[config.mk]
export PLATFORM = sky130hd
export DESIGN_NAME = pooling_layer
export DESIGN_NICKNAME = d
export VERILOG_FILES = /design/src/rtl/cnn_pkg.sv /design/src/rtl/pooling_layer_reduce.sv /design/src/rtl/pooling_layer.sv
export SDC_FILE = /design/constraint.sdc
export NUM_CORES = 1
export LEC_CHECK = 0
export ABC_AREA = 0
export CAP_MARGIN = 25
export CORE_ASPECT_RATIO = 1.4
export CORE_MARGIN = 2
export CORE_UTILIZATION = 50
export DETAILED_ROUTE_END_ITERATION = 7
export GPL_TIMING_DRIVEN = 0
export MAX_ROUTING_LAYER = met4
export PLACE_DENSITY = 0.8
export SETUP_SLACK_MARGIN = 0.15
export SLEW_MARGIN = 20
export SYNTH_ARGS = -nofsm -noshare
export SYNTH_HDL_FRONTEND = slang
export SYNTH_SLANG_ARGS = --single-unit
[constraint.sdc]
create_clock -name clk -period 8.08 [get_ports clk]
set_clock_uncertainty 0.1 [all_clocks]
set_input_delay 2.02 -clock clk [delete_from_list [all_inputs] [get_ports clk]]
set_output_delay 2.02 -clock clk [all_outputs]
set_load 0.02 [all_outputs]
[src/rtl/cnn_pkg.sv]
// Shared types and default widths for the CNN layer blocks.
// Pooling mode encoding and the pooling FSM state set live here.
package cnn_pkg;
  localparam int CNN_DATA_SZ = 16;
  localparam int CNN_ADDR_SZ = 16;

  typedef enum logic {
    POOL_AVG = 1'b0,
    POOL_MAX = 1'b1
  } pool_mode_e;

  typedef enum logic [2:0] {
    S_IDLE,
    S_START,
    S_RD,
    S_WAIT,
    S_WR,
    S_DONE
  } pool_state_e;
endpackage

[src/rtl/pooling_layer_reduce.sv]
// Combinational 2x2 window reduction: signed max or floor average.
// An optional ReLU clamp is applied to the reduced value.
module pool_reduce_2x2
  import cnn_pkg::*;
#(
  parameter int DATA_SZ = CNN_DATA_SZ,
  parameter bit RELU    = 1'b0
) (
  input  pool_mode_e                  i_mode,
  input  logic signed [DATA_SZ-1:0]   i_w0,
  input  logic signed [DATA_SZ-1:0]   i_w1,
  input  logic signed [DATA_SZ-1:0]   i_w2,
  input  logic signed [DATA_SZ-1:0]   i_w3,
  output logic signed [DATA_SZ-1:0]   o_result
);
  logic signed [DATA_SZ-1:0] w_max01, w_max23, w_max, w_pooled;
  logic signed [DATA_SZ+1:0] w_sum, w_avg;

  always_comb begin
    w_max01 = (i_w0 > i_w1) ? i_w0 : i_w1;
    w_max23 = (i_w2 > i_w3) ? i_w2 : i_w3;
    w_max   = (w_max01 > w_max23) ? w_max01 : w_max23;
    // Two guard bits make the 4-term sum exact; >>> floors toward -inf.
    w_sum   = {{2{i_w0[DATA_SZ-1]}}, i_w0} + {{2{i_w1[DATA_SZ-1]}}, i_w1}
            + {{2{i_w2[DATA_SZ-1]}}, i_w2} + {{2{i_w3[DATA_SZ-1]}}, i_w3};
    w_avg   = w_sum >>> 2;
    w_pooled = (i_mode == POOL_MAX) ? w_max : w_avg[DATA_SZ-1:0];
    o_result = w_pooled;
    if (RELU && w_pooled < 0) o_result = '0;
  end
endmodule

[src/rtl/pooling_layer.sv]
// 2x2 stride-2 pooling over C feature maps held in word-serial memory.
// Reads each window element-by-element, reduces, writes one word per window.
module pooling_layer
  import cnn_pkg::*;
#(
  parameter int DATA_SZ = CNN_DATA_SZ,
  parameter int ADDR_SZ = CNN_ADDR_SZ,
  parameter bit RELU    = 1'b0
) (
  input  logic                clk,
  input  logic                reset,
  input  logic                i_enable,
  input  pool_mode_e          i_mode,
  input  logic [DATA_SZ-1:0]  i_imgs_number,
  input  logic [DATA_SZ-1:0]  i_img_size,
  input  logic [ADDR_SZ-1:0]  i_in_address,
  input  logic [ADDR_SZ-1:0]  i_out_address,
  output logic                o_rd_en,
  output logic [ADDR_SZ-1:0]  o_rd_addr,
  input  logic [DATA_SZ-1:0]  i_rd_data,
  input  logic                i_rd_valid,
  output logic                o_wr_en,
  output logic [ADDR_SZ-1:0]  o_wr_addr,
  output logic [DATA_SZ-1:0]  o_wr_data,
  output logic                o_done
);
  pool_state_e              r_state, w_next;
  pool_mode_e               r_mode;
  logic [DATA_SZ-1:0]       r_c_num, r_s, r_o, r_q, r_r, r_c;
  logic [ADDR_SZ-1:0]       r_ss, r_map_base, r_row_base, r_wr_addr;
  logic [1:0]               r_k;
  logic signed [DATA_SZ-1:0] r_win [4];

  logic [ADDR_SZ-1:0]       w_s_a, w_q_a, w_rd_addr;
  logic                     w_last_q, w_last_r, w_last_c;
  logic signed [DATA_SZ-1:0] w_pooled;

  assign w_s_a     = ADDR_SZ'(r_s);
  assign w_q_a     = ADDR_SZ'(r_q);
  assign w_rd_addr = r_row_base + (r_k[1] ? w_s_a : '0) + {w_q_a[ADDR_SZ-2:0], r_k[0]};
  assign w_last_q  = (r_q == r_o - 1'b1);
  assign w_last_r  = (r_r == r_o - 1'b1);
  assign w_last_c  = (r_c == r_c_num - 1'b1);

  pool_reduce_2x2 #(.DATA_SZ(DATA_SZ), .RELU(RELU)) u_reduce (
    .i_mode   (r_mode),
    .i_w0     (r_win[0]),
    .i_w1     (r_win[1]),
    .i_w2     (r_win[2]),
    .i_w3     (r_win[3]),
    .o_result (w_pooled)
  );

  always_ff @(posedge clk) begin
    if (reset) r_state <= S_IDLE;
    else       r_state <= w_next;
  end

  // The q/r/c advance is folded into WR so a window costs RD+WAIT x4 plus one WR.
  always_comb begin
    w_next    = r_state;
    o_rd_en   = 1'b0;
    o_rd_addr = '0;
    o_wr_en   = 1'b0;
    o_wr_addr = '0;
    o_wr_data = '0;
    o_done    = 1'b0;
    case (r_state)
      S_IDLE:  if (i_enable) w_next = S_START;
      S_START: w_next = (r_c_num == '0 || r_s < DATA_SZ'(2)) ? S_DONE : S_RD;
      S_RD: begin
        o_rd_en   = 1'b1;
        o_rd_addr = w_rd_addr;
        w_next    = S_WAIT;
      end
      S_WAIT:  if (i_rd_valid) w_next = (r_k == 2'd3) ? S_WR : S_RD;
      S_WR: begin
        o_wr_en   = 1'b1;
        o_wr_addr = r_wr_addr;
        o_wr_data = w_pooled;
        w_next    = (w_last_q && w_last_r && w_last_c) ? S_DONE : S_RD;
      end
      S_DONE: begin
        o_done = 1'b1;
        w_next = S_IDLE;
      end
      default: w_next = S_IDLE;
    endcase
  end

  always_ff @(posedge clk) begin
    if (reset) begin
      r_mode     <= POOL_AVG;
      r_c_num    <= '0;
      r_s        <= '0;
      r_o        <= '0;
      r_q        <= '0;
      r_r        <= '0;
      r_c        <= '0;
      r_k        <= '0;
      r_ss       <= '0;
      r_map_base <= '0;
      r_row_base <= '0;
      r_wr_addr  <= '0;
      for (int i = 0; i < 4; i++) r_win[i] <= '0;
    end else begin
      case (r_state)
        S_IDLE: if (i_enable) begin
          r_mode     <= i_mode;
          r_c_num    <= i_imgs_number;
          r_s        <= i_img_size;
          r_o        <= i_img_size >> 1;
          r_map_base <= i_in_address;
          r_row_base <= i_in_address;
          r_wr_addr  <= i_out_address;
          r_q        <= '0;
          r_r        <= '0;
          r_c        <= '0;
          r_k        <= '0;
        end
        S_START: r_ss <= w_s_a * w_s_a;
        S_WAIT: if (i_rd_valid) begin
          r_win[r_k] <= i_rd_data;
          r_k        <= r_k + 2'd1;
        end
        S_WR: begin
          r_wr_addr <= r_wr_addr + 1'b1;
          if (!w_last_q) begin
            r_q <= r_q + 1'b1;
          end else begin
            r_q <= '0;
            if (!w_last_r) begin
              r_r        <= r_r + 1'b1;
              r_row_base <= r_row_base + (w_s_a << 1);
            end else begin
              r_r        <= '0;
              r_c        <= r_c + 1'b1;
              r_map_base <= r_map_base + r_ss;
              r_row_base <= r_map_base + r_ss;
            end
          end
        end
        default: ;
      endcase
    end
  end
endmodule
# Yosys cells after proc, flatten, opt, wreduce, memory -nomap -nowiden
# Memories as Yosys holds them, arrays and structs flattened.
# Cells that the tools add are included.
# classes
add_sub_neg	14
multipliers	1
n_lt_le_gt_ge	4
n_eq_ne	13
muxes	47
n_reduce_logical	14
# op_table
op	count
16-bit two-way mux	21
16-bit case mux with 2 select lines	6
16-bit by 1-bit adder with 16-bit output (second input constant)	4
16-bit adder	4
16-bit == test	3
16-bit greater-than comparator	3
18-bit adder	2
16-bit by 16-bit adder with 17-bit output	1
16-bit zero test	1
16-bit by 2-bit less-than comparator with 1-bit output (second input constant)	1
16-bit by 16-bit multiplier with 16-bit output	1
16-bit OR reduction	1
15-bit by 1-bit subtractor with 16-bit output (second input constant)	1
16-bit by 1-bit subtractor with 16-bit output (second input constant)	1
3-bit two-way mux	5
3-bit case mux with 5 select lines	1
1-bit two-way mux	10
2-bit inequality test (second input constant)	4
3-bit by 2-bit == test with 1-bit output (second input constant)	2
3-bit == test (second input constant)	2
2-bit two-way mux	3
2-bit AND reduction	3
3-bit AND reduction	2
2-bit case mux with 2 select lines	1
8 further kinds	10
# totals
register_bits	165
mem_bits_rw	64
in_bits	85
elab_cells	107
n_memories	1
# memory_table
memory	depth	width	rd	rd_clocked_by_memory_dff	write_ports	line_no	source
r_win	4	16	4	0	4	pooling_layer.sv:32	logic signed [DATA_SZ-1:0] r_win [4];

# Logic depth before layout (Yosys ltp)
# An unclocked memory read counts as a cell.
# depth
depth_word	7
ltp_mapped	23
ltp_nobuf	21

# Modules after synthesis
# Synthesis repeated with hierarchy kept, for this count alone.
# unflattened
cells_unflattened	2297
area_unflattened_um2	19628.8
# by_module_without_submodules
mod	instances	cells_each	area_per_inst_um2	seq_area_each_um2
pooling_layer	1	1946	16405.7	4904.7
pool_reduce_2x2	1	351	3223.1	0.0

# Worst setup path after synthesis
# Ideal clock, no wire load.
# synth_path
path_kind	register -> output
from	memory r_win[0][2] in the netlist's numbering
to	output o_wr_data[15]
arrival_time_ns	4.587
required_ns	5.960
setup_slack_ns	1.373
stages_incl_launch_ff	19
path_buffers	0
cell_sequence	edfxtp_1 -> ha_1 -> nand2b_1 -> a21oi_1 -> o21ba_2 -> o211ai_1 -> a2111oi_0 -> nor3_1 -> xnor2_1 -> fa_1 -> inv_1 -> ha_1 -> and3_1 -> o311ai_0 -> nand3_1 -> o41ai_1 -> o21a_1 -> nor4_1 -> nor4_1
# synth_rtl
element	line_no	source
start: declaration	pooling_layer.sv:32	
end: declaration	pooling_layer.sv:24	output logic [DATA_SZ-1:0] o_wr_data,

==> results.sh <==
export IMPL_synth_distinct_cells=79
export IMPL_setup_ws_ns=0.388
export IMPL_synth_nets=2777
export IMPL_fill_cells=3571
export IMPL_seq_area_um2=4900
export IMPL_power_density_nw_per_um2=206
export IMPL_fin_crit_ns=7.69
export IMPL_netlist_area_um2=20000
export IMPL_vias=18516
export IMPL_cts_max_level=1
export IMPL_dp_slack_ns=-0.371
export IMPL_leakagePower_nw=10.1
export IMPL_cts_tree="built"
export IMPL_ys_ff_latch=213
export IMPL_avgSynthCellArea_um2=8.28
export IMPL_yosysTopAreaCell="dfxtp_1"
export IMPL_final_cell_area_um2=22900
export IMPL_area_growth_syn_to_layout_pct=14.7
export IMPL_pin_count=136
export IMPL_critPathTopFamily="compound AO/OA/AOI/OAI gates"
export IMPL_grt_first_pass_wirelength_mm=98.3
export IMPL_grt_pass1_vias=18792
export IMPL_initial_core_util_pct=50.7
export IMPL_cp_start_kind="flip-flop"
export IMPL_via_per_inst=5.92
export IMPL_grt_setup_unrepaired="false"
export IMPL_insertion_delay_ns=0.56
export IMPL_cp_end_kind="primary output"
export IMPL_ys_flop_type="dfxtp_1"
export IMPL_status="complete, no violations"
export IMPL_finalSetupTns_ns=0
export IMPL_cp_data_required_time_ns=5.96
export IMPL_ys_async_sr_fraction_pct=0
export IMPL_post_drt_wl_per_cell_um=20.1
export IMPL_timing_fmax_mhz=130
export IMPL_cp_buffers_inverters=5
export IMPL_cts_buffer_depth=3
export IMPL_ys_seq_area_share_pct=24.6
export IMPL_slew_viol_final=0
export IMPL_mostFrequentLayoutCells="nand2_1 (259), inv_1 (217), ha_1 (176), a21oi_1 (174), nor2_1 (157)"
export IMPL_place_congestion=1.04
export IMPL_cts_hold_buf=0
export IMPL_clk_pin_slew_worst_paths_ns=0.06
export IMPL_synth_area_leaders="dfxtp_1 (15%), ha_1 (11%), fa_1 (10%)"
export IMPL_worst_slew_pin_slew_ns=0.963
export IMPL_crit_chain="inv_1 -> ha_1 -> a21oi_1 -> o22ai_1 -> o21a_1 -> o21ai_0 -> nor4bb_4 -> a211o_1 -> clkbuf_4 -> clkbuf_8 -> mux2_2 -> ha_1 -> nand4_1 -> nor3_4 -> nand4_1 -> o21ai_0 -> a31o_2 -> buf_2 -> nand2_1 -> o21a_1 -> o22ai_1 -> dlygate4sd2_1"
export IMPL_numCtsBuffers=23
export IMPL_relSlewSlack_pct=34.9
export IMPL_cts_root_buf="clkbuf_16"
export IMPL_power_mw=4.72
export IMPL_max_cap_violations=0
export IMPL_grt_max_degree=17
export IMPL_yosys_warnings=0
export IMPL_io_buffers=135
export IMPL_cts_sinks=213
export IMPL_design_core_area_um2=39400
export IMPL_cp_max_fo=10
export IMPL_grt_use_total_pct=30.9
export IMPL_drt_wl_total_mm=62.7
export IMPL_dp_hpwl_mm=51.1
export IMPL_period_share_pct=95.2
export IMPL_antenna_found_initial=2
export IMPL_final_antenna_net_count=0
export IMPL_rows=86
export IMPL_syn_inst=2412
export IMPL_drc=0
export IMPL_drtIter0Drc=1371
export IMPL_vdd_drop_max_uv=185
export IMPL_synth_edf_count=64
export IMPL_placed_area_um2=22000
export IMPL_die_h_um=240
export IMPL_slowest_delay_ns=0.41
export IMPL_final_nets=2945
export IMPL_synth_top_area_share_pct=14.9
export IMPL_final_util_pct=58.1
export IMPL_fp_dieW_um=173
export IMPL_finalSetupViolations=0
export IMPL_post_route_cells_drive_above_1_share_pct=4.54
export IMPL_drt_first_pass_iters=7
export IMPL_overflow=0
export IMPL_multiInputGateArea_um2=13900
export IMPL_hold_viol_final=0
export IMPL_arrival_ns=5.57
export IMPL_path_class="flip-flop to primary output"
export IMPL_dieArea_um2=41600
export IMPL_hold_path_class="flip-flop to flip-flop"
export IMPL_cpMaxStageDelayCell="edfxtp_1"
export IMPL_final_common_cell="nand2_1"
## path summary, 6_finish.rpt
path / startpoint / end / slack (ns) / cells after the start
worst max-delay path: r_win[1][9]$_SDFFCE_PN0P_ / o_wr_data[0] / 0.39 / 22
worst min register to register: r_wr_addr[15]$_SDFFE_PP0P_ / r_wr_addr[15]$_SDFFE_PP0P_ / 0.37 / 2
worst min-delay path: r_wr_addr[15]$_SDFFE_PP0P_ / r_wr_addr[15]$_SDFFE_PP0P_ / 0.37 / 2
worst max register to register: r_s[4]$_SDFFE_PP0P_ / r_ss[15]$_SDFFE_PP0N_ / 1.43 / 20
## logic make-up after synthesis
group / Yosys count / share of synthesized area [%]
buf+inv: 334 / 6.39
compound gates: 502 / 15.9
xor+xnor: 148 / 6.63
mux: 49 / 2.57
flops: 213 / 24.6
fa+ha+maj: 280 / 21.5
simple gates: 886 / 22.5
## flip-flops by register name, summed over array words and instances, names as in the netlist, 2 cells and up
register    cells
r_k             2
r_c_num        16
r_row_base     16
r_state         3
r_wr_addr      16
r_s            16
r_win          64
r_map_base     16
r_ss           15
r_r            16
r_q            16
r_c            16
## stage by stage
step	hold WS, ns	std cells
4_1_cts	0.370	3123
5_1_grt	0.391	3127
3_5_place_dp	0.360	3081
2_1_floorplan	0.336	2412
3_3_place_gp	0.355	3075
6_report	0.371	3127
## area by class of cell
type | instances | area share, %
sequential | 213 | 21.4
timing repair buffer | 143 | 6.19
buffer | 116 | 2.11
tap | 528 | 2.89
inverter | 218 | 3.57
clock buffer | 26 | 2.61
antenna | 2 | 0.0219
clock inverter | 16 | 0.541
multi-input combinational | 1865 | 60.6
## worst reg2reg max path, delay by kind of cell, from the launching register on
| kind | cells | cell delay, ns |
|---|---|---|
| flops | 1 | 0.59 |
| buf+inv | 7 | 1.20 |
| simple gates | 3 | 0.43 |
| compound gates | 3 | 0.78 |
| fa+ha+maj | 7 | 3.44 |
## report_power, final
| part | internal, mW | switching [mW] | leakage, nW |
|---|---|---|---|
| Sequential | 1.23 | 0.158 | 1.88 |
| Combinational | 0.876 | 1.42 | 7.84 |
| Clock | 0.569 | 0.467 | 0.357 |
| Total | 2.67 | 2.05 | 10.1 |
## Yosys cell counts (all sizes together), types with 5 or more instances
library cell and n:
nand2 259, inv 217, ha 176, a21oi 174, nor2 158, dfxtp 149
and2 106, fa 104, o21ai 102, clkbuf 98, xnor2 98, edfxtp 64
and3 63, nor3 62, nand3 51, xor2 48, mux2i 31, o211ai 30
nand4 27, nor4 26, nand2b 25, or3 25, a21o 20, o21bai 20
o31ai 19, buf 18, mux2 18, o21a 17, a31oi 15, nand3b 15
nor2b 15, or4 14, a211oi 13, a22oi 12, nor3b 11, or2 9
o2111ai 7, o22ai 7, a211o 6, a221oi 6, o211a 6, a2111oi 5
## layer usage
| layer | vias to the layer above | wire length (µm) | GRT usage (%) | share of wire, % |
|---|---|---|---|---|
| met3 | 241 | 3560 | 3.23 | 5.7 |
| met4 | 0 | 4710 | 20.5 | 7.5 |
| li1 | 8727 | - | - | - |
| met1 | 8803 | 24000 | 33.4 | 38 |
| met5 | - | 0 | - | 0 |
| met2 | 745 | 30500 | 53.9 | 49 |
## timing repair
action                     CTS  global route
setup endpoints to repair   16            11
buffers inserted             0             2
pin swaps                    0             4
gates resized for setup     27            19
No activity file was read; power rests on OpenSTA's default activity.
